$ cat src/rtl/ddr3_pkg.sv
// Shared command encodings and scheduler types for the DDR3 read/write scheduler.
package ddr3_pkg;

  localparam logic [2:0] CMD_WRITE = 3'b000;
  localparam logic [2:0] CMD_READ  = 3'b001;

  typedef enum logic [1:0] {IDLE, WR, RD} sched_state_t;

  typedef enum logic {DIR_WR, DIR_RD} dir_t;

endpackage

$ cat src/rtl/ddr3_credit_counter.sv
// Outstanding-read counter: +1 per accepted read, -1 per returned beat,
// with a sticky flag for a return that arrives when nothing is outstanding.
module ddr3_credit_counter #(
  parameter int unsigned MAX_OUTSTANDING = 16
) (
  input  logic                                 clk,
  input  logic                                 rst_n,
  input  logic                                 inc,
  input  logic                                 dec,
  output logic [$clog2(MAX_OUTSTANDING+1)-1:0] count,
  output logic                                 credit_err
);

  localparam int unsigned CW = $clog2(MAX_OUTSTANDING + 1);

  always_ff @(posedge clk or negedge rst_n) begin
    if (!rst_n) begin
      count      <= '0;
      credit_err <= 1'b0;
    end else if (inc && !dec) begin
      count <= count + CW'(1);
    end else if (dec && !inc) begin
      if (count == '0) credit_err <= 1'b1;
      else             count      <= count - CW'(1);
    end
  end

endmodule

$ cat src/rtl/ddr3_rw_scheduler.sv
// Alternating write/read burst scheduler feeding the DDR3 controller command port.
// Optional read-after-write protection: define DDR3_SCHED_RAW_CHECK_EN.
module ddr3_rw_scheduler
  import ddr3_pkg::*;
#(
  parameter int unsigned ADDRESS_WIDTH   = 32,
  parameter int unsigned DATA_WIDTH      = 128,
  parameter int unsigned WR_BURST_MAX    = 8,
  parameter int unsigned RD_BURST_MAX    = 8,
  parameter int unsigned MAX_OUTSTANDING = 16
) (
  input  logic                     clk,
  input  logic                     rst_n,
  input  logic                     EN,
  input  logic                     write_fifo_empty,
  input  logic [ADDRESS_WIDTH-1:0] write_fifo_address,
  input  logic [DATA_WIDTH-1:0]    write_fifo_data,
  output logic                     write_fifo_read,
  input  logic                     read_in_fifo_empty,
  input  logic [ADDRESS_WIDTH-1:0] read_in_fifo_address,
  output logic                     read_in_fifo_read,
  output logic                     cmd_valid,
  input  logic                     cmd_ready,
  output logic [2:0]               cmd_op,
  output logic [28:0]              cmd_addr,
  output logic [DATA_WIDTH-1:0]    cmd_wdata,
  input  logic                     rd_return,
  output logic                     busy,
  output logic                     credit_err
);

  localparam int unsigned BURST_MAX = (WR_BURST_MAX > RD_BURST_MAX) ? WR_BURST_MAX : RD_BURST_MAX;
  localparam int unsigned BW = $clog2(BURST_MAX + 1);
  localparam int unsigned OW = $clog2(MAX_OUTSTANDING + 1);

  sched_state_t  state;
  dir_t          last_dir;
  logic [BW-1:0] burst_cnt;
  logic [OW-1:0] outstanding;
  logic [OW:0]   inflight;
  logic          we, re, hazard, pending_rd, load, wr_done, rd_done, rd_accept;
  logic          unused_addr_hi;

  assign unused_addr_hi = ^{write_fifo_address[ADDRESS_WIDTH-1:29],
                            read_in_fifo_address[ADDRESS_WIDTH-1:29]};

`ifdef DDR3_SCHED_RAW_CHECK_EN
  assign hazard = !write_fifo_empty &&
                  (read_in_fifo_address[28:0] == write_fifo_address[28:0]);
`else
  assign hazard = 1'b0;
`endif

  // A read sitting in the command register is not yet counted as outstanding.
  assign pending_rd = cmd_valid && (cmd_op == CMD_READ);
  assign inflight   = {1'b0, outstanding} + {{OW{1'b0}}, pending_rd};
  assign we         = !write_fifo_empty;
  assign re         = !read_in_fifo_empty && (inflight < (OW+1)'(MAX_OUTSTANDING)) && !hazard;
  assign load       = !cmd_valid || cmd_ready;

  // The cycle that ends a burst loads nothing; that is the switch bubble.
  assign wr_done = (burst_cnt == BW'(WR_BURST_MAX)) || !we;
  assign rd_done = (burst_cnt == BW'(RD_BURST_MAX)) || !re;

  assign write_fifo_read   = EN && (state == WR) && !wr_done && load;
  assign read_in_fifo_read = EN && (state == RD) && !rd_done && load;
  assign rd_accept         = cmd_valid && cmd_ready && (cmd_op == CMD_READ);
  assign busy              = (state != IDLE) || cmd_valid || (outstanding != '0);

  always_ff @(posedge clk or negedge rst_n) begin
    if (!rst_n) begin
      state     <= IDLE;
      last_dir  <= DIR_RD;
      burst_cnt <= '0;
    end else if (!EN) begin
      state     <= IDLE;
      burst_cnt <= '0;
    end else begin
      case (state)
        IDLE: begin
          burst_cnt <= '0;
          if ((we && re && last_dir == DIR_RD) || (we && !re)) begin
            state    <= WR;
            last_dir <= DIR_WR;
          end else if (re) begin
            state    <= RD;
            last_dir <= DIR_RD;
          end
        end
        WR: begin
          if (wr_done) begin
            burst_cnt <= '0;
            if (re) begin
              state    <= RD;
              last_dir <= DIR_RD;
            end else if (!we) begin
              state <= IDLE;
            end
          end else if (load) begin
            burst_cnt <= burst_cnt + BW'(1);
          end
        end
        RD: begin
          if (rd_done) begin
            burst_cnt <= '0;
            if (we) begin
              state    <= WR;
              last_dir <= DIR_WR;
            end else if (!re) begin
              state <= IDLE;
            end
          end else if (load) begin
            burst_cnt <= burst_cnt + BW'(1);
          end
        end
        default: state <= IDLE;
      endcase
    end
  end

  always_ff @(posedge clk or negedge rst_n) begin
    if (!rst_n) begin
      cmd_valid <= 1'b0;
      cmd_op    <= CMD_WRITE;
      cmd_addr  <= '0;
      cmd_wdata <= '0;
    end else if (write_fifo_read) begin
      cmd_valid <= 1'b1;
      cmd_op    <= CMD_WRITE;
      cmd_addr  <= write_fifo_address[28:0];
      cmd_wdata <= write_fifo_data;
    end else if (read_in_fifo_read) begin
      cmd_valid <= 1'b1;
      cmd_op    <= CMD_READ;
      cmd_addr  <= read_in_fifo_address[28:0];
      cmd_wdata <= '0;
    end else if (cmd_ready) begin
      cmd_valid <= 1'b0;
    end
  end

  ddr3_credit_counter #(
    .MAX_OUTSTANDING(MAX_OUTSTANDING)
  ) u_credit (
    .clk       (clk),
    .rst_n     (rst_n),
    .inc       (rd_accept),
    .dec       (rd_return),
    .count     (outstanding),
    .credit_err(credit_err)
  );

endmodule

$ cat config.mk
export PLATFORM = sky130hd
export DESIGN_NAME = ddr3_rw_scheduler
export DESIGN_NICKNAME = d
export VERILOG_FILES = /design/src/rtl/ddr3_pkg.sv /design/src/rtl/ddr3_credit_counter.sv /design/src/rtl/ddr3_rw_scheduler.sv
export SDC_FILE = /design/constraint.sdc
export NUM_CORES = 1
export LEC_CHECK = 0
export BUFFER_PORTS_ARGS = -buffer_cell sky130_fd_sc_hd__buf_2
export CELL_PAD_IN_SITES_DETAIL_PLACEMENT = 1
export CELL_PAD_IN_SITES_GLOBAL_PLACEMENT = 2
export CORE_ASPECT_RATIO = 0.8
export CORE_MARGIN = 8
export CORE_UTILIZATION = 27
export CTS_CLUSTER_DIAMETER = 200
export DETAILED_ROUTE_END_ITERATION = 10
export GPL_TIMING_DRIVEN = 1
export PLACE_DENSITY = 0.81
export SKIP_LAST_GASP = 1
export SYNTH_ARGS = -nofsm -noshare
export SYNTH_HDL_FRONTEND = slang
export SYNTH_SLANG_ARGS = --single-unit
$ cat constraint.sdc
create_clock -name clk -period 2.6 [get_ports clk]
set_input_delay 0.39 -clock clk [delete_from_list [all_inputs] [get_ports clk]]
set_output_delay 0.39 -clock clk [all_outputs]
set_load 0.01 [all_outputs]
==> metrics.md <==
| Metric | Value |
|---|---|
| Status | `finished clean` |
| Final Cell Area | `9720 um^2` |
| Final Hold Vio Count | `0` |
| EDFF count, synth | `0` |
| Final net count | `1111` |
| WHS Path Cells | `2` |
| Met3 WL | `2540 um` |
| Largest net degree at the start of global routing | `90` |
| Total CTS buffers | `17` |
| TNS Setup | `0 ps` |
| Ys flop type | `dfrtp_1` |
| Hold Worst Slack | `181 ps` |
| Share of total power in combinational logic | `0.377` |
| Worst Min Path Start | `write_fifo_data[53]` |
| Non-filler instance count after layout | `1271` |
| Sw Ratio | `0.368` |
| Sw power | `4410 uW` |
| Relative slew slack | `0.627` |
| Placed instance area | `9080 um^2` |
| Iter 0 DRT Violations | `208` |
| Asr flop ratio synth | `1.00` |
| Total track usage | `0.154` |
| CTS Buffer Depth | `2` |
| Sequential area share after synthesis | `0.610` |
| Area growth syn-to-layout | `37.8%` |
| Final cycle utilization of the critical path | `0.947` |
| Area leader, netlist | `dfrtp_1` |
| Via density | `4.63` |
| CTS tree | `yes` |
| Post-synth top area share | `0.606` |
| Port Buf Inserts | `355` |
| Max cap viols | `0` |
| RSZ-0062 raised after global routing | `false` |
| Cell-internal power | `7590 uW` |
| Pwr dens | `1230 nW/um^2` |
| DP Cell Count | `1237` |
| Worst Setup Slack, final | `138 ps` |
| Initial DRT Pass Iterations | `4` |
| R2R Path End | `u_credit.count[4]` |
| WP data arrival | `2070 ps` |
| Routed WL per cell | `19.4 um` |
| Synth top area cells | `dfrtp_1 (61%), a22o_1 (16%), nand2_1 (3.6%), a31oi_1 (2.8%), buf_8 (2.1%)` |
| Pins over their slew limit | `0` |
| Critical path launch point type | `flip-flop` |
| Final worst path period need | `2460 ps` |
| Critical Path RT | `2210 ps` |
| Most frequent cells in the layout | `buf_2 (354), dfrtp_1 (171), a22o_1 (131)` |
| Top Layer Used | `met5` |
| Initial Utilization | `0.271` |
| Worst reg-to-reg path cell count | `10` |
| Post-CTS Resized | `0` |
| DRT antenna net count | `0` |
| RR Startpoint | `cmd_op[0]` |
| Final Wtd Congestion | `0.843` |
| Clock share of power | `0.225` |
| First-pass GRT wire length | `38400 um` |
| Final WL | `24600 um` |
| Number of distinct library cells after synthesis | `47` |
| Die Ht | `161 um` |
| Met1 WL | `10300 um` |
| Reg power frac | `0.398` |
| Worst-path clk slew | `80 ps` |
| Max frequency | `406 MHz` |
| Setup-failing EPs final | `0` |
| DIE AREA | `31600 um^2` |
| Worst Max-Slew Pin Slew | `560 ps` |
| Die Width | `197 um` |
| DR vias | `5890` |
| Clk sinks | `172` |
| Commonest non-fill, non-tap cell in the layout | `buf_2` |
| DRC Markers | `0` |
| Worst hold-check path type | `in -> reg` |
| Share of post-route cells with drive strength above 1 | `0.446` |
| Io pins | `364` |
| Root buf cell | `clkbuf_16` |
| Worst ir drop on vdd | `0.000448 V` |
| Flop2flop setup slack | `480 ps` |
| Post-DP HPWL | `18200 um` |
| Vias in the first global route | `6439` |
| Core Box Area | `26000 um^2` |
| Hold path endpoint | `cmd_wdata[53]` |
| Synth Cell Area | `7060 um^2` |
| Setup crit end kind | `output pin` |
| Met2 WL post-DR | `11400 um` |
| Num rows | `53` |
| Dpl ws | `381 ps` |
| Worst skew pair latency | `430 ps` |
| Syn Area/Cell | `12.6 um^2` |
| Grt ovf | `0` |
| Clock skew | `15.6 ps` |
| Synth warnings | `0` |
| Cells after Synth | `560` |
| Leak Pwr | `0.00518 uW` |
| Max Fanout on Critical Path | `4` |
| Initial antenna violation count | `4` |
| Number of synthesized register bits | `172` |
| Setup CP Type | `reg -> out` |
| H-tree depth | `4` |
## sequential cells by signal (all words and copies together), names as in the netlist
register,count
burst_cnt,4
u_credit.count,5
last_dir,1
state,2
cmd_valid,1
cmd_addr,29
cmd_wdata,128
u_credit.credit_err,1
cmd_op,1
## cells by family after synthesis
| logic type | share of synthesized area |
|---|---|
| AO/OA/AOI/OAI | 0.220 |
| AND/OR/NAND/NOR | 0.0764 |
| flip-flops | 0.610 |
| XOR/XNOR | 0.00745 |
| other | 0.000531 |
| adder cells (fa/ha/maj) | 0.0223 |
| multiplexers | 0.00656 |
| buffers and inverters | 0.0569 |
## cells in the mapped netlist (all sizes together), types with 3 or more instances
library cell and number:
a21o 4, ha 11, o21a 3, o21ai 9
nand3 3, a21oi 7, nand2b 3, xnor2 4
a31oi 32, dfrtp 171, clkbuf 7, a22o 131
buf 37, nor2 35, nand2 69, inv 9
## per-stage QoR
| stage | utilization | power [uW] |
|---|---|---|
| final | 0.374 | 12000 |
| after global routing | 0.374 | 12800 |
| after CTS | 0.374 | 12300 |
| after detailed placement | 0.349 | 9440 |
| after global placement | 0.349 | 9310 |
| after floorplan | - | 7250 |
## power by group through the flow
stage | logic, uW | registers [uW] | clock network, uW
after floorplan | 1930 | 5320 | 0
after global placement | 4560 | 4760 | 0
after detailed placement | 4630 | 4810 | 0
after CTS | 4650 | 4790 | 2810
after global routing | 5000 | 4950 | 2890
final | 4530 | 4780 | 2700
## layout make-up
class | instances | area, um^2
diodes | 1 | 2.50
clock buffers | 17 | 425
clock inverters | 15 | 203
fillers | 3008 | 16300
inverters | 9 | 36.3
multi-input cells | 336 | 2360
flip-flops and latches | 172 | 4310
well taps | 357 | 447
repair buffers | 364 | 1940
## worst max-delay path, cell delays in order (launching register included)
cell,delay [ps]
dfrtp_1,430
or4_1,560
or4b_1,500
buf_2,150
## per-layer routing
layer,vias up,track usage
met1,2887,0.188
met2,252,0.244
met4,6,0.0396
li1,2717,-
met3,28,0.0696
met5,-,0
## what timing repair did
action                                 4_1_cts  5_1_grt
hold buffers                                 1        0
endpoints found under the hold margin       55        0
setup buffers                                0        0
## worst max-delay path by stage
stage / from / end / slack (ps) / cells past startpoint
after floorplan: cmd_valid / u_credit.count[4] / 590 / 10
after global placement: cmd_ready / u_credit.count[4] / 420 / 11
after detailed placement: cmd_ready / u_credit.count[4] / 380 / 11
after CTS: u_credit.count[4] / busy / 90 / 3
after global routing: u_credit.count[4] / busy / 40 / 3
final: u_credit.count[3] / busy / 140 / 3
No activity file was read; power rests on OpenSTA's default activity.
